## src/rtl/fetch_unit.sv

```systemverilog
// Instruction fetch: owns the PC, issues one imem read per instruction, holds the word for decode.
// Latency: first imem_req 2 cycles after reset release; 3 cycles per instruction minimum (REQ, WAIT, HOLD).
// Backpressure: stalls in HOLD until instr_ready, in WAIT until imem_rvalid. Option: FETCH_ALIGN_CHECK_EN.
module fetch_unit #(
  parameter logic [31:0] RESET_PC = 32'h0000_0000
) (
  input  logic        clk,
  input  logic        rst_n,
  input  logic [31:0] pc_next,
  output logic [31:0] pc,
  output logic        imem_req,
  output logic [31:0] imem_addr,
  input  logic        imem_rvalid,
  input  logic [31:0] imem_rdata,
  output logic [31:0] instr,
  output logic        instr_valid,
  input  logic        instr_ready,
  output logic [31:0] fetch_count,
  output logic        fetch_fault
);

  typedef enum logic [2:0] {
    IDLE  = 3'd0,
    REQ   = 3'd1,
    WAIT  = 3'd2,
    HOLD  = 3'd3,
    FAULT = 3'd4
  } state_t;

  state_t state, state_nxt;

  logic handoff;
  logic fetch_done;

  assign handoff    = (state == HOLD) && instr_ready;
  assign fetch_done = (state == WAIT) && imem_rvalid;

  always_comb begin
    state_nxt = state;
    case (state)
      IDLE: state_nxt = REQ;
      REQ:  state_nxt = WAIT;
      WAIT: if (imem_rvalid) state_nxt = HOLD;
      HOLD: begin
        if (instr_ready) begin
`ifdef FETCH_ALIGN_CHECK_EN
          // Misaligned target is still loaded into pc so the faulting address is visible.
          if (pc_next[1:0] != 2'b00) state_nxt = FAULT;
          else                       state_nxt = REQ;
`else
          state_nxt = REQ;
`endif
        end
      end
`ifdef FETCH_ALIGN_CHECK_EN
      FAULT: state_nxt = FAULT;
`endif
      default: state_nxt = IDLE;
    endcase
  end

  always_ff @(posedge clk or negedge rst_n) begin
    if (!rst_n) begin
      state       <= IDLE;
      pc          <= RESET_PC;
      instr       <= 32'h0;
      fetch_count <= 32'h0;
    end else begin
      state <= state_nxt;
      if (handoff) pc <= pc_next;
      if (fetch_done) begin
        instr       <= imem_rdata;
        fetch_count <= fetch_count + 32'd1;
      end
    end
  end

  assign imem_req    = (state == REQ);
  assign instr_valid = (state == HOLD);
  assign imem_addr   = {pc[31:2], 2'b00};

`ifdef FETCH_ALIGN_CHECK_EN
  assign fetch_fault = (state == FAULT);
`else
  assign fetch_fault = 1'b0;
`endif

endmodule
```

## config.mk

```make
export PLATFORM = sky130hd
export DESIGN_NAME = fetch_unit
export DESIGN_NICKNAME = d
export VERILOG_FILES = /design/src/rtl/fetch_unit.sv
export SDC_FILE = /design/constraint.sdc
export NUM_CORES = 1
export LEC_CHECK = 0
export BUFFER_PORTS_ARGS = -buffer_cell sky130_fd_sc_hd__clkbuf_2
export CORE_MARGIN = 4
export CORE_UTILIZATION = 46
export DETAILED_ROUTE_END_ITERATION = 12
export GPL_ROUTABILITY_DRIVEN = 0
export PLACE_DENSITY = 0.79
export SYNTH_ARGS = -nofsm -noshare
export SYNTH_HDL_FRONTEND = slang
export SYNTH_SLANG_ARGS = --single-unit
```

## constraint.sdc

```tcl
create_clock -name clk -period 2.4 [get_ports clk]
set_clock_uncertainty 0.05 [all_clocks]
set_input_delay 0.48 -clock clk [delete_from_list [all_inputs] [get_ports clk]]
set_output_delay 0.48 -clock clk [all_outputs]
set_load 0.02 [all_outputs]
```

## Yosys cells after proc, flatten, opt, wreduce, memory -nomap -nowiden

Cells that the tools add are included.

| storage, ports and cells | value |
|---|---|
| flip-flop bits (word level) | 99 |
| bits of input ports | 68 |
| output and inout bits | 131 |
| word-level logic and storage cells | 17 |

| cells by class | value |
|---|---|
| add/sub/neg operators | 1 |
| eq/ne operators | 5 |
| multiplexer cells | 3 |
| reduce and logical (&&, ||, !) cells | 4 |

Operator list:

| operator | number |
|---|---|
| $add 32x1->32 const B | 1 |
| $pmux 3 s4 | 1 |
| $eq 3x2->1 const B | 2 |
| $mux 3 | 2 |
| $eq 3x1->1 const B | 1 |
| $logic_not 3->1 | 1 |
| $logic_and 1x1->1 | 2 |
| $ne 2x1->1 const B | 1 |
| $ne 2x2->1 const B | 1 |
| $reduce_and 2->1 | 1 |

## Depth between registers and ports, before layout

Gate-level depths: netlist of run 1.

| depth | value |
|---|---|
| depth after elaboration | 3 |
| gate-level depth with buffers | 7 |
| gate-level depth less buffers | 6 |

## Worst setup path after synthesis of run 1

OpenSTA, ideal clock, no wires.

| timing path | value |
|---|---|
| path kind | register -> register |
| start | register fetch_count[0] |
| end | register fetch_count[20] |
| setup time | 132 ps |
| arrival | 1660 ps |
| data required time | 2218 ps |
| slack | 558 ps |
| cell stages (with the launch flop) | 6 |
| buffers on the path | 0 |
| period minus slack after synthesis | 1842 ps |
| path through | dfrtp_1 > ha_1 > nand4_1 > nor4_4 > nand4_1 > xnor2_1 |

| on the way | value |
|---|---|
| cells in the longest elaborated chain, start to end | 1 |

Ends and longest elaborated chain:

| item | line | text |
|---|---|---|
| start, declared | 18 | `output logic [31:0] fetch_count,` |
| start signal, assigned | 73 | `fetch_count <= fetch_count + 32'd1;` |
| $add 32x1->32 | 73 |  |

Every way passes these cells.
A chain may end at the register's enable or synchronous reset.

## Worst setup path after layout of run 1

| timing path | value |
|---|---|
| start | register state[0] |
| end | register fetch_count[28] |

| on the way | value |
|---|---|
| cells in the longest elaborated chain, start to end | 2 |

Ends and longest elaborated chain:

| item | line | text |
|---|---|---|
| start, declared | 30 | `state_t state, state_nxt;` |
| start signal, assigned | 69 | `state <= state_nxt;` |
| $eq 3x2->1 | 36 | `assign fetch_done = (state == WAIT) && imem_rvalid;` |
| $logic_and 1x1->1 | 36 |  |

Every way passes these cells.

==> impl_results.rst, run 1 <==
.. list-table::
   :header-rows: 1

   * - Metric
     - Value
   * - Run status
     - finished clean
   * - Critical path fanouts, max
     - 10
   * - Clock Sink Count
     - ~100
   * - Start-to-end type of the worst setup path
     - reg2reg
   * - Post-CTS Setup Repair Bufs
     - 0
   * - Post-DP HPWL
     - between 7000 and 8000 um
   * - Slew at the pin with the worst max-slew slack
     - 632 ps
   * - Floorplan Core Area
     - 8810 um^2
   * - Number of vias per cell
     - 4.96
   * - Ratio of final minimum period to clock period
     - 0.877
   * - Die W
     - 104 um
   * - Area share of xor/xnor cells in the synthesized design
     - 0.0644
   * - Layout fillers
     - 715
   * - Vias in the first global route
     - 3157
   * - Internal power
     - 3.90 mW
   * - Adder-Cell Fraction of Synth Area
     - 0.0148
   * - Highest ir drop seen on vdd
     - 0.744 mV
   * - Clock transition time at the flip-flop clock pins of the worst setup and hold paths
     - around 100 ps
   * - Number of rows in the core area
     - 34
   * - Endpoint kind of the worst setup timing path
     - flop
   * - Number of flops mapped to enable cells by yosys
     - 0
   * - Launching element type of the critical path
     - flop
   * - Simple-Gate Fraction of Synth Area
     - 0.0899
   * - Global-route total usage across every layer
     - 0.177
   * - Routed wire per std cell
     - between 15 and 20 um
   * - Shortest period the worst path allows
     - 2100 ps
   * - Worst endpoint required time
     - 2590 ps
   * - Max clock buf depth
     - 2
   * - Sequential cell fraction of total power
     - 0.397
   * - Cell family contributing the most delay on the critical path
     - simple AND/OR/NAND/NOR gates
   * - Die area
     - 10800 um^2
   * - Part of the Yosys area used for sequential elements
     - 0.581
   * - Synthesized flop and latch total
     - a little under 100
   * - Vias post-DR
     - 2965
   * - Slowest stage cell on the critical path
     - sky130_fd_sc_hd__nor4_4
   * - Switching power total
     - between 2 and 3 mW
   * - Setup repair after global routing missed its margin
     - false
   * - Inserted Diodes
     - 0
   * - Reported max-cap violation count
     - 0
   * - Htree depth
     - 3
   * - Layout cells sized above 1
     - 0.586
   * - Post-route DRC violation count
     - 0
   * - Leakage
     - 2.74 nW
   * - Largest stage delay on the critical path
     - ~650 ps
   * - Multiplexer share of the synthesized area
     - 0.173
   * - Combinational cell fraction of total power
     - 0.453
   * - Crit path cell chain
     - inv_1, ha_1, nand4_1, nor4_4, nand4_1, xnor2_1
   * - Total count of hold-check failures in the final report
     - 0
   * - Largest net degree at the start of global routing
     - 46
   * - Total buffers and inverters traversed by the critical path
     - 1
   * - PwrDens
     - 1270 nW/um^2
   * - Number of nets at the end of the flow
     - 558
   * - Cell count after synthesis
     - 314
   * - Clock insertion delay at the later pin of the skew report
     - between 300 and 400 ps
   * - Commonest register cell after synthesis
     - sky130_fd_sc_hd__dfrtp_1
   * - Async SR Flop Fraction
     - 1.00
   * - Final core utilization
     - 0.601
   * - Synth Cell Area
     - between 4000 and 5000 um^2
   * - Area delta synth->final
     - 25.5%
   * - Classification of the worst-slack hold path
     - in2reg
   * - Highest clock rate
     - 475 MHz
   * - Arrival time of the worst setup path
     - 2290 ps
   * - Setup Viol. Count Final
     - 0
   * - Average size of a mapped cell
     - 13.4 um^2
   * - Starting density of the core
     - 0.479
   * - Count of yosys warnings during synthesis
     - 0
   * - Post-detailed-routing wire length
     - 9260 um
   * - TritonCTS clock tree
     - yes
   * - Number of detailed-route iterations in the first pass
     - 6
   * - Max transition margin
     - 0.576
   * - Port Buffer Count
     - 195
   * - Remaining global-route overflow
     - 0
   * - Die Span Y
     - 104 um
   * - Distinct cell type count of the synthesized netlist
     - 30
   * - Io pins
     - 199
   * - Wire length of the first global-routing pass
     - 15800 um
   * - Initial antenna violation count
     - 0
   * - Clock share of power
     - 0.150
   * - Most prevalent standard cell on the critical path
     - sky130_fd_sc_hd__nand4_1
   * - Net Sw Frac
     - 0.419
   * - Num CTS Buffers
     - 9
   * - Clock root cell
     - sky130_fd_sc_hd__clkbuf_8
   * - Remaining antenna violation count after routing
     - 0
   * - Complex-gate fraction of the synthesized area
     - 0.00386
   * - Setup total negative slack
     - 0 ps
   * - Dominant combinational cell family by area after synthesis
     - multiplexers
   * - First-iteration detailed-routing DRC count
     - 99
   * - Final max-slew violation count
     - 0
## registers in the layout, summed over array words and instances, names as in the netlist
| name | flops |
|---|---|
| state | 2 |
| pc | 32 |
| fetch_count | 32 |
| instr | 32 |
## cells by family after synthesis
logic type               after synthesis
adder cells (fa/ha/maj)                5
XOR/XNOR                              31
other                                  1
AO/OA/AOI/OAI                          3
multiplexers                          65
flip-flops                            98
buffers and inverters                 46
AND/OR/NAND/NOR                       65
## worst paths after layout
path,from,to,slack [ps],depth (start not counted)
max reg2reg,state[0],fetch_count[28],300,6
min reg2reg,fetch_count[31],fetch_count[31],430,1
max,state[0],fetch_count[28],300,6
min,pc_next[15],pc[15],300,2
min in group asynchronous,rst_n,fetch_count[17],510,2
max in group asynchronous,rst_n,instr[21],1060,3
## cell type report
cell class,instances,area (um^2),share of cell area
tap,108,135,0.0255
inverter,4,15.0,0.00284
multi-input combinational,172,1470,0.278
clock inverter,5,37.5,0.00709
sequential,98,2450,0.463
clock buffer,11,151,0.0286
timing repair buffer,200,1030,0.195
## per-layer routing
metal  up-vias  part of all wire  global-route usage
li1       1385                 -                   -
met1      1445              0.40               0.211
met2       128              0.50               0.302
met3         7             0.087              0.0572
met4         0             0.010              0.0589
met5         -                 0                   0
## layout by cell type, fill, tap and decap left out, types with 2 or more instances in the layout
master	instances
sky130_fd_sc_hd__buf_4	4
sky130_fd_sc_hd__nand4_2	2
sky130_fd_sc_hd__nand3_1	11
sky130_fd_sc_hd__and3_1	3
sky130_fd_sc_hd__mux2_2	65
sky130_fd_sc_hd__nand4_1	11
sky130_fd_sc_hd__nor2_1	5
sky130_fd_sc_hd__inv_1	4
sky130_fd_sc_hd__conb_1	3
sky130_fd_sc_hd__nor4_1	3
sky130_fd_sc_hd__xor2_1	12
sky130_fd_sc_hd__dfrtp_1	98
sky130_fd_sc_hd__clkinvlp_4	2
sky130_fd_sc_hd__nor3_1	6
sky130_fd_sc_hd__nand2_1	15
sky130_fd_sc_hd__clkbuf_2	194
sky130_fd_sc_hd__clkbuf_8	11
sky130_fd_sc_hd__xnor2_1	19
sky130_fd_sc_hd__o21ai_0	2
sky130_fd_sc_hd__ha_1	5
## cell usage after synthesis (2+ instances only)
| library cell | n | area [um^2] |
|---|---|---|
| sky130_fd_sc_hd__clkbuf_1 | 2 | 7.51 |
| sky130_fd_sc_hd__nand2_1 | 15 | 56.3 |
| sky130_fd_sc_hd__nand4_2 | 2 | 25.0 |
| sky130_fd_sc_hd__ha_1 | 5 | 62.6 |
| sky130_fd_sc_hd__nor2_1 | 5 | 18.8 |
| sky130_fd_sc_hd__and3_1 | 3 | 18.8 |
| sky130_fd_sc_hd__nand4_1 | 11 | 68.8 |
| sky130_fd_sc_hd__xnor2_1 | 19 | 166 |
| sky130_fd_sc_hd__nor3_1 | 6 | 30.0 |
| sky130_fd_sc_hd__buf_2 | 4 | 20.0 |
| sky130_fd_sc_hd__mux2_2 | 65 | 732 |
| sky130_fd_sc_hd__dfrtp_1 | 98 | 2450 |
| sky130_fd_sc_hd__inv_1 | 4 | 15.0 |
| sky130_fd_sc_hd__buf_1 | 3 | 11.3 |
| sky130_fd_sc_hd__xor2_1 | 12 | 105 |
| sky130_fd_sc_hd__nand3_1 | 11 | 55.1 |
| sky130_fd_sc_hd__o21ai_0 | 2 | 10.0 |
| sky130_fd_sc_hd__buf_4 | 33 | 248 |
| sky130_fd_sc_hd__nor4_1 | 3 | 18.8 |
## power by group through the flow
| stage | Clock [mW] | Combinational, mW | Sequential (mW) |
|---|---|---|---|
| final | 1.00 | 3.05 | 2.67 |
| after global routing | 1.12 | 3.26 | 2.77 |
| after CTS | 1.03 | 3.10 | 2.68 |
| after detailed placement | 0 | 3.10 | 2.70 |
| after global placement | 0 | 3.04 | 2.66 |
| after floorplan | 0 | 1.58 | 3.38 |
## repair_timing
action	in CTS	in global routing
endpoints found under the hold margin	21	0
resized for setup	0	0
hold buffers	1	0
## worst reg2reg max path: cells and delay by family (launching register included)
family	cells	cell delay (ps)
xor gates and xnor gates	1	170
adders and majority gates	1	200
buffers and inverters	1	80
DFF	1	430
and+or+nand+nor	3	1080
## metrics by stage
stage	power, mW	cell area, um^2	worst slack (ps)	std cells	hold WS [ps]
2_1_floorplan	4.96	4230	558	316	134
3_3_place_gp	5.69	5100	429	581	339
3_5_place_dp	5.80	5100	313	581	347
4_1_cts	6.81	5300	307	598	286
5_1_grt	7.14	5300	137	598	283
6_report	6.72	5300	295	598	303
Note: power is estimated with default switching activity, not from simulation.
==> run 2, diff against run 1 <==
- ABC_AREA: default -> 1
- CAP_MARGIN: default -> 5
- CORE_UTILIZATION: 46 -> 47
- MAX_ROUTING_LAYER: default -> met4
- PLACE_DENSITY: 0.79 -> 0.8
==> run 2 against run 1 <==
Against the previous run:
- count of clock-buffer cells in the layout shrank 1
- critical path depth is 2 higher
- register-to-register slack improved by 270 ps
- wire length increased by 11%
- utilization is 0.67 points higher
- critical path type unchanged
- via count grew 19%
- die area is 3.6% higher
- synthesized area rose by 6.2%
- largest power group unchanged
==> impl_results.rst, run 2 <==
.. list-table::
   :header-rows: 1

   * - Metric
     - Value
   * - Run status
     - finished clean
   * - Count of yosys warnings during synthesis
     - 0 (unchanged)
   * - Adder-Cell Fraction of Synth Area
     - 0.0140 (-0.000862)
   * - Post-CTS Resized
     - 0 (unchanged)
   * - Io pins
     - 199 (unchanged)
   * - Shortest period the worst path allows
     - 1840 ps (-269 ps)
   * - Highest clock rate
     - 545 MHz (+15%)
   * - Post-route DRC violation count
     - 0 (unchanged)
   * - Part of the Yosys area used for sequential elements
     - 0.547 (-0.0338)
   * - Layout fillers
     - 772 (+8.0%)
   * - Arrival time of the worst setup path
     - 2060 ps (-230 ps)
   * - Commonest cells after routing, fill and taps aside
     - sky130_fd_sc_hd__clkbuf_2, sky130_fd_sc_hd__nand2_1, sky130_fd_sc_hd__dfrtp_1
   * - Classification of the worst-slack hold path
     - in2async
   * - Net Sw Frac
     - 0.416 (-0.00346)
   * - Endpoint kind of the worst setup timing path
     - flop
   * - Setup Viol. Count Final
     - 0 (unchanged)
   * - PwrDens
     - 1220 nW/um^2 (-4.1%)
   * - Clock share of power
     - 0.188 (+0.038)
   * - Number of flops mapped to enable cells by yosys
     - 0 (unchanged)
   * - Leading cell type by number of instances after synthesis
     - sky130_fd_sc_hd__nand2_1
   * - Die Span Y
     - 106 um (+1.8%)
   * - Leading cell type in the layout, fill and taps excluded
     - sky130_fd_sc_hd__clkbuf_2
   * - Layout cells sized above 1
     - 0.429 (-0.156)
   * - Distinct cell type count of the synthesized netlist
     - 28 (-6.7%)
   * - Remaining antenna violation count after routing
     - 0 (unchanged)
   * - Internal power
     - 3.99 mW (+2.3%)
   * - Launching element type of the critical path
     - flop
   * - Total buffers and inverters traversed by the critical path
     - 1 (unchanged)
   * - Num CTS Buffers
     - 9 (unchanged)
   * - Top cells by area in the synthesized netlist
     - sky130_fd_sc_hd__dfrtp_1, sky130_fd_sc_hd__nand2_1, sky130_fd_sc_hd__mux2_2
   * - Area share of xor/xnor cells in the synthesized design
     - 0.0486 (-0.0158)
   * - Commonest register cell after synthesis
     - sky130_fd_sc_hd__dfrtp_1
   * - Initial antenna violation count
     - 0 (unchanged)
   * - Reported max-cap violation count
     - 0 (unchanged)
   * - Clock insertion delay at the later pin of the skew report
     - 360 ps (+20 ps)
   * - Average size of a mapped cell
     - 9.95 um^2 (-26%)
   * - Cell family contributing the most delay on the critical path
     - simple AND/OR/NAND/NOR gates
   * - Area delta synth->final
     - 25.4% (about the same)
   * - Most prevalent standard cell on the critical path
     - sky130_fd_sc_hd__nor2_4
   * - Max transition margin
     - 0.641 (+0.0652)
   * - Post-CTS Setup Repair Bufs
     - 0 (unchanged)
   * - Switching power total
     - 2.84 mW (+0.87%)
   * - Vias in the first global route
     - 3631 (+15%)
   * - Proportion of netlist area held by the largest area contributor
     - 0.547 (-0.0338)
   * - Routed wire per std cell
     - 13.6 um (-12%)
   * - Final core utilization
     - 0.608 (+0.00668)
   * - Dominant combinational cell family by area after synthesis
     - simple AND/OR/NAND/NOR gates
   * - Multiplexer share of the synthesized area
     - 0.0804 (-0.0930)
   * - Synthesized flop and latch total
     - 98 (unchanged)
   * - Complex-gate fraction of the synthesized area
     - 0.00363 (-0.000224)
   * - Critical path fanouts, max
     - 11 (+1)
   * - Port Buffer Count
     - 195 (unchanged)
   * - Number of rows in the core area
     - 35 (+2.9%)
   * - Clock root cell
     - sky130_fd_sc_hd__clkbuf_8
   * - Highest ir drop seen on vdd
     - 0.676 mV (-9.1%)
   * - First-iteration detailed-routing DRC count
     - 130 (+31%)
   * - Floorplan Core Area
     - 9240 um^2 (+4.9%)
   * - Slew at the pin with the worst max-slew slack
     - 539 ps (-93.1 ps)
   * - Largest net degree at the start of global routing
     - 43 (-6.5%)
   * - Global-route total usage across every layer
     - 0.196 (+0.0192)
   * - Post-detailed-routing wire length
     - 10300 um (+11%)
   * - Ratio of final minimum period to clock period
     - 0.765 (-0.112)
   * - Registers with the most flip-flops
     - fetch_count (32), instr (32), pc (32)
   * - Max clock buf depth
     - 2 (unchanged)
   * - Simple-Gate Fraction of Synth Area
     - 0.216 (+0.126)
   * - Htree depth
     - 3 (unchanged)
   * - Clock transition time at the flip-flop clock pins of the worst setup and hold paths
     - 100 ps (about the same)
   * - Leading post-synthesis cells by instance count
     - sky130_fd_sc_hd__nand2_1, sky130_fd_sc_hd__dfrtp_1, sky130_fd_sc_hd__buf_4, sky130_fd_sc_hd__mux2_2, sky130_fd_sc_hd__inv_1
   * - Worst endpoint required time
     - 2620 ps (+30 ps)
   * - Synth Cell Area
     - 4480 um^2 (+6.2%)
   * - Slowest stage cell on the critical path
     - sky130_fd_sc_hd__dfrtp_1
   * - Number of detailed-route iterations in the first pass
     - 4 (-2)
   * - Combinational cell fraction of total power
     - 0.428 (-0.025)
   * - Starting density of the core
     - 0.485 (+0.00565)
   * - Number of buffers added to fix hold violations after cts
     - 0 (-1)
   * - Die area
     - 11200 um^2 (+3.6%)
   * - Setup repair after global routing missed its margin
     - false
   * - Number of vias per cell
     - 4.69 (-5.3%)
   * - Cell count after synthesis
     - 450 (+43%)
   * - Vias post-DR
     - 3535 (+19%)
   * - Number of nets at the end of the flow
     - 692 (+24%)
   * - Largest stage delay on the critical path
     - 430 ps (-220 ps)
   * - Clock Sink Count
     - 98 (unchanged)
   * - Async SR Flop Fraction
     - 1.00 (unchanged)
   * - Leakage
     - 3.05 nW (+11%)
   * - Wire length of the first global-routing pass
     - 17300 um (+9.4%)
   * - Post-DP HPWL
     - 7980 um (+9.9%)
   * - TritonCTS clock tree
     - yes
   * - Inserted Diodes
     - 0 (unchanged)
   * - Total count of hold-check failures in the final report
     - 0 (unchanged)
   * - Setup total negative slack
     - 0 ps (unchanged)
   * - Sequential cell fraction of total power
     - 0.383 (-0.014)
   * - Start-to-end type of the worst setup path
     - reg2reg
   * - Final max-slew violation count
     - 0 (unchanged)
   * - Remaining global-route overflow
     - 0 (unchanged)
   * - Crit path cell chain
     - inv_1, ha_1, nand2_2, nor2_4, nand2_4, nor2_4, nand2_1, xnor2_1
   * - Cell accounting for the most synthesized area
     - sky130_fd_sc_hd__dfrtp_1
   * - Die W
     - 106 um (+1.8%)
run 2: cell types whose count changed after synthesis, moves of 3 or more:
| cell | change |
|---|---|
| sky130_fd_sc_hd__clkbuf_1 | +4 |
| sky130_fd_sc_hd__and3_1 | -3 |
| sky130_fd_sc_hd__nand4_1 | -3 |
| sky130_fd_sc_hd__inv_1 | +18 |
| sky130_fd_sc_hd__mux2_2 | -33 |
| sky130_fd_sc_hd__nand2_1 | +137 |
| sky130_fd_sc_hd__nand2_2 | +3 |
| sky130_fd_sc_hd__nand3_2 | +3 |
| sky130_fd_sc_hd__nor2_1 | +14 |
| sky130_fd_sc_hd__buf_1 | -3 |
| sky130_fd_sc_hd__xnor2_1 | -8 |
| sky130_fd_sc_hd__nor2_4 | +7 |
| sky130_fd_sc_hd__nand3_1 | +4 |
run 2: stage by stage:
step	area [um^2]	power, mW	setup WS, ps	hold slack (ps)	cells
finish	5620	6.83	564	32.9	753
global route	5620	7.25	389	77.1	753
CTS	5620	6.94	549	48.4	753
detailed placement	5370	5.63	556	418	737
global placement	5370	5.53	692	412	737
floorplan	4490	4.83	790	134	452
run 2: path summary, 6_finish.rpt:
check                                    start               to  slack (ps)  cells after the start
worst max-delay path                  state[0]  fetch_count[20]         560                      8
worst min-delay path                     rst_n  fetch_count[24]          30                      1
max in group asynchronous                rst_n         state[0]        1580                      2
min in group clk                imem_rdata[24]        instr[24]         270                      3
worst max register to register        state[0]  fetch_count[20]         560                      8
worst min register to register        instr[6]         instr[6]         440                      2
run 2: cells by family (layout without fill, tap and decap cells):
family,after synthesis,count (layout)
flip-flops,98,98
other,1,3
AO/OA/AOI/OAI,3,3
XOR/XNOR,24,24
multiplexers,32,32
adder cells (fa/ha/maj),5,5
AND/OR/NAND/NOR,219,219
buffers and inverters,68,240
run 2: final cells by class:
type | count | area, um^2 | area share
clock inverters | 6 | 111 | 0.0198
clock buffers | 10 | 138 | 0.0245
inverters | 24 | 91.3 | 0.0163
multi-input cells | 286 | 1640 | 0.291
flip-flops and latches | 98 | 2450 | 0.437
repair buffers | 200 | 1030 | 0.183
well taps | 129 | 161 | 0.0287
run 2: worst register-to-register path: stages, from the launching register on:
cell and delay, ps:
sky130_fd_sc_hd__dfrtp_1 430, sky130_fd_sc_hd__inv_1 80, sky130_fd_sc_hd__ha_1 180, sky130_fd_sc_hd__nand2_2 140
sky130_fd_sc_hd__nor2_4 220, sky130_fd_sc_hd__nand2_4 90, sky130_fd_sc_hd__nor2_4 270, sky130_fd_sc_hd__nand2_1 110
sky130_fd_sc_hd__xnor2_1 190
run 2: layer usage:
layer | share of wire | global-route usage | vias to the layer above
met1 | 0.42 | 0.247 | 1649
li1 | - | - | 1710
met4 | 0.025 | 0.0814 | 0
met5 | 0 | - | -
met2 | 0.48 | 0.311 | 157
met3 | 0.074 | 0.0386 | 19
run 2: power by group through the flow:
stage	combinational, mW	sequential [mW]	clock [mW]
2_1_floorplan	1.55	3.28	0
3_3_place_gp	2.91	2.62	0
3_5_place_dp	2.99	2.64	0
4_1_cts	2.98	2.63	1.33
5_1_grt	3.15	2.71	1.39
6_report	2.93	2.62	1.29
==> run 3, diff against run 2 <==
- ABC_AREA: 1 -> 0
- CORE_UTILIZATION: 47 -> 42
- PLACE_DENSITY: 0.8 -> 0.76
- clock period: 2.4 -> 1.5 ns (I/O delays scaled with it)
==> run 3 against run 2 <==
Against the previous run:
- the flow now finishes with violations (setup timing)
- die area grew 5.0%
- worst setup slack worse by 790 ps
- via count is 6.7% lower
- first-iteration DRC count is 28% lower
- combinational power rose by 120%
- largest cell class unchanged
==> impl_results.rst, run 3 (same netlist as run 1, synthesis figures left out) <==
.. list-table::
   :header-rows: 1

   * - Metric
     - Value
   * - Multi-input gate area in the final layout
     - 1890 um^2 (+16%)
   * - Start-to-end type of the worst setup path
     - reg2reg
   * - Setup Viol. Count Final
     - 89 (+89)
   * - Num CTS Buffers
     - 9 (unchanged)
   * - Max clock buf depth
     - 2 (unchanged)
   * - Failing checks
     - setup timing
   * - Launching element type of the critical path
     - flop
   * - Post-route DRC violation count
     - 0 (unchanged)
   * - Initial antenna violation count
     - 0 (unchanged)
   * - Number of non-filler instances in the completed layout
     - 689 (-8.5%)
   * - Combinational cell fraction of total power
     - 0.510 (+0.082)
   * - Endpoint kind of the worst setup timing path
     - flop
   * - Highest clock rate
     - 578 MHz (+6.1%)
   * - Sequential cell fraction of total power
     - 0.339 (-0.044)
   * - Registers with the most flip-flops
     - fetch_count (32), instr (32), pc (32)
   * - Largest net degree at the start of global routing
     - 51 (+19%)
   * - Highest ir drop seen on vdd
     - 1.14 mV (+69%)
   * - Vias in the first global route
     - 3274 (-9.8%)
   * - Net Sw Frac
     - 0.388 (-0.0276)
   * - Leading cell type in the layout, fill and taps excluded
     - sky130_fd_sc_hd__clkbuf_2
   * - Routed wire per std cell
     - 16.9 um (+24%)
   * - Post-DP HPWL
     - 7630 um (-4.4%)
   * - Classification of the worst-slack hold path
     - in2reg
   * - Layout cells sized above 1
     - 0.707 (+0.277)
   * - PwrDens
     - 1930 nW/um^2 (+59%)
   * - Final max-slew violation count
     - 0 (unchanged)
   * - Run status
     - finished with violations
   * - Setup repair after global routing missed its margin
     - true
   * - Clock insertion delay at the later pin of the skew report
     - 360 ps (about the same)
   * - Clock Sink Count
     - 98 (unchanged)
   * - Switching power total
     - 4.92 mW (+73%)
   * - Number of nets at the end of the flow
     - 624 (-9.8%)
   * - Clock transition time at the flip-flop clock pins of the worst setup and hold paths
     - 100 ps (about the same)
   * - Vias post-DR
     - 3299 (-6.7%)
   * - TritonCTS clock tree
     - yes
   * - Die Span Y
     - 108 um (+2.5%)
   * - Count of placed standard cells including taps
     - 656 (-11%)
   * - Final core utilization
     - 0.670 (+0.0621)
   * - Post-detailed-routing wire length
     - 11600 um (+13%)
   * - Io pins
     - 199 (unchanged)
   * - Setup slack at placement
     - -231 ps (-787 ps)
   * - Remaining antenna violation count after routing
     - 0 (unchanged)
   * - Remaining global-route overflow
     - 0 (unchanged)
   * - Die W
     - 108 um (+2.5%)
   * - Starting density of the core
     - 0.432 (-0.0531)
   * - Number of rows in the core area
     - 36 (+2.9%)
   * - Port Buffer Count
     - 195 (unchanged)
   * - Htree depth
     - 3 (unchanged)
   * - Shortest period the worst path allows
     - 1730 ps (-106 ps)
   * - First-iteration detailed-routing DRC count
     - 93 (-28%)
   * - Ratio of final minimum period to clock period
     - 1.15 (+0.388)
   * - Clock share of power
     - 0.151 (-0.037)
   * - Number of vias per cell
     - 4.79 (+2.0%)
   * - Floorplan Core Area
     - 9770 um^2 (+5.8%)
   * - Worst endpoint required time
     - 1690 ps (-930 ps)
   * - Layout fillers
     - 726 (-6.0%)
   * - Total count of hold-check failures in the final report
     - 0 (unchanged)
   * - Area delta synth->final
     - 55.2%
   * - Storage cell area
     - 2470 um^2 (+0.66%)
   * - Commonest cells after routing, fill and taps aside
     - sky130_fd_sc_hd__clkbuf_2, sky130_fd_sc_hd__dfrtp_1, sky130_fd_sc_hd__mux2_4
   * - Number of detailed-route iterations in the first pass
     - 4 (unchanged)
   * - Arrival time of the worst setup path
     - 1920 ps (-140 ps)
   * - Global-route total usage across every layer
     - 0.182 (-0.0135)
   * - Worst setup margin
     - -229 ps (-794 ps)
   * - Inserted Diodes
     - 0 (unchanged)
   * - Leakage
     - 3.54 nW (+16%)
   * - Minimum hold slack
     - 117 ps (+84.2 ps)
   * - Wire length of the first global-routing pass
     - 16100 um (-7.1%)
   * - Die area
     - 11700 um^2 (+5.0%)
   * - Internal power
     - 7.75 mW (+94%)
   * - Reported max-cap violation count
     - 0 (unchanged)
   * - Critical path fanouts, max
     - 5 (-6)
   * - Clock root cell
     - sky130_fd_sc_hd__clkbuf_8
==> run 3: metal layers <==
layer,vias up,wire length [um],global-route usage
li1,1531,-,-
met1,1624,4690,0.208
met2,132,6060,0.320
met3,12,773,0.0424
met4,0,115,0.0541
met5,-,0,-
==> run 3: path summary, 6_finish.rpt <==
check | startpoint | to | slack [ps] | cells after the start
max | state[0] | instr[29] | -230 | 7
min | pc_next[31] | pc[31] | 120 | 2
max reg2reg | state[0] | instr[29] | -230 | 7
min reg2reg | fetch_count[31] | fetch_count[31] | 440 | 1
max in group asynchronous | rst_n | fetch_count[1] | 690 | 3
min in group asynchronous | rst_n | pc[6] | 430 | 3
==> run 3: stage by stage <==
step                area, um^2  total power, mW  TNS, ps
finish                    6550             12.7    -8440
detailed placement        5630             9.50   -10930
global route              6550             13.3   -15150
global placement          5630             9.34    -7250
floorplan                 4360             8.01    -5770
CTS                       6180             12.0    -8040
==> run 3: what timing repair did <==
item,CTS,global route
pin swaps,21,16
hold endpoints to repair,98,0
gates resized for setup,50,58
endpoints found under the setup margin,95,83
buffers inserted,3,5
hold buffers,1,0
gates cloned,4,5
==> run 3: power by group through the flow <==
stage / registers, mW / logic (mW) / clock network (mW)
CTS: 4.24 / 5.74 / 1.97
finish: 4.30 / 6.46 / 1.92
global route: 4.43 / 6.81 / 2.07
floorplan: 5.41 / 2.59 / 0
global placement: 4.20 / 5.15 / 0
detailed placement: 4.28 / 5.21 / 0
==> run 3: worst max-delay path: stages (launching register included) <==
cell                      delay [ps]
sky130_fd_sc_hd__dfrtp_1         400
sky130_fd_sc_hd__inv_1            70
sky130_fd_sc_hd__ha_2            190
sky130_fd_sc_hd__buf_4           110
sky130_fd_sc_hd__and2_4          210
sky130_fd_sc_hd__buf_6           140
sky130_fd_sc_hd__buf_12          120
sky130_fd_sc_hd__mux2_2          330
==> run 3: cell type report <==
type / count / area share
flip-flops and latches: 98 / 0.377
multi-input cells: 172 / 0.289
repair buffers: 266 / 0.271
well taps: 133 / 0.0254
clock buffers: 12 / 0.0237
clock inverters: 4 / 0.0113
inverters: 4 / 0.00267
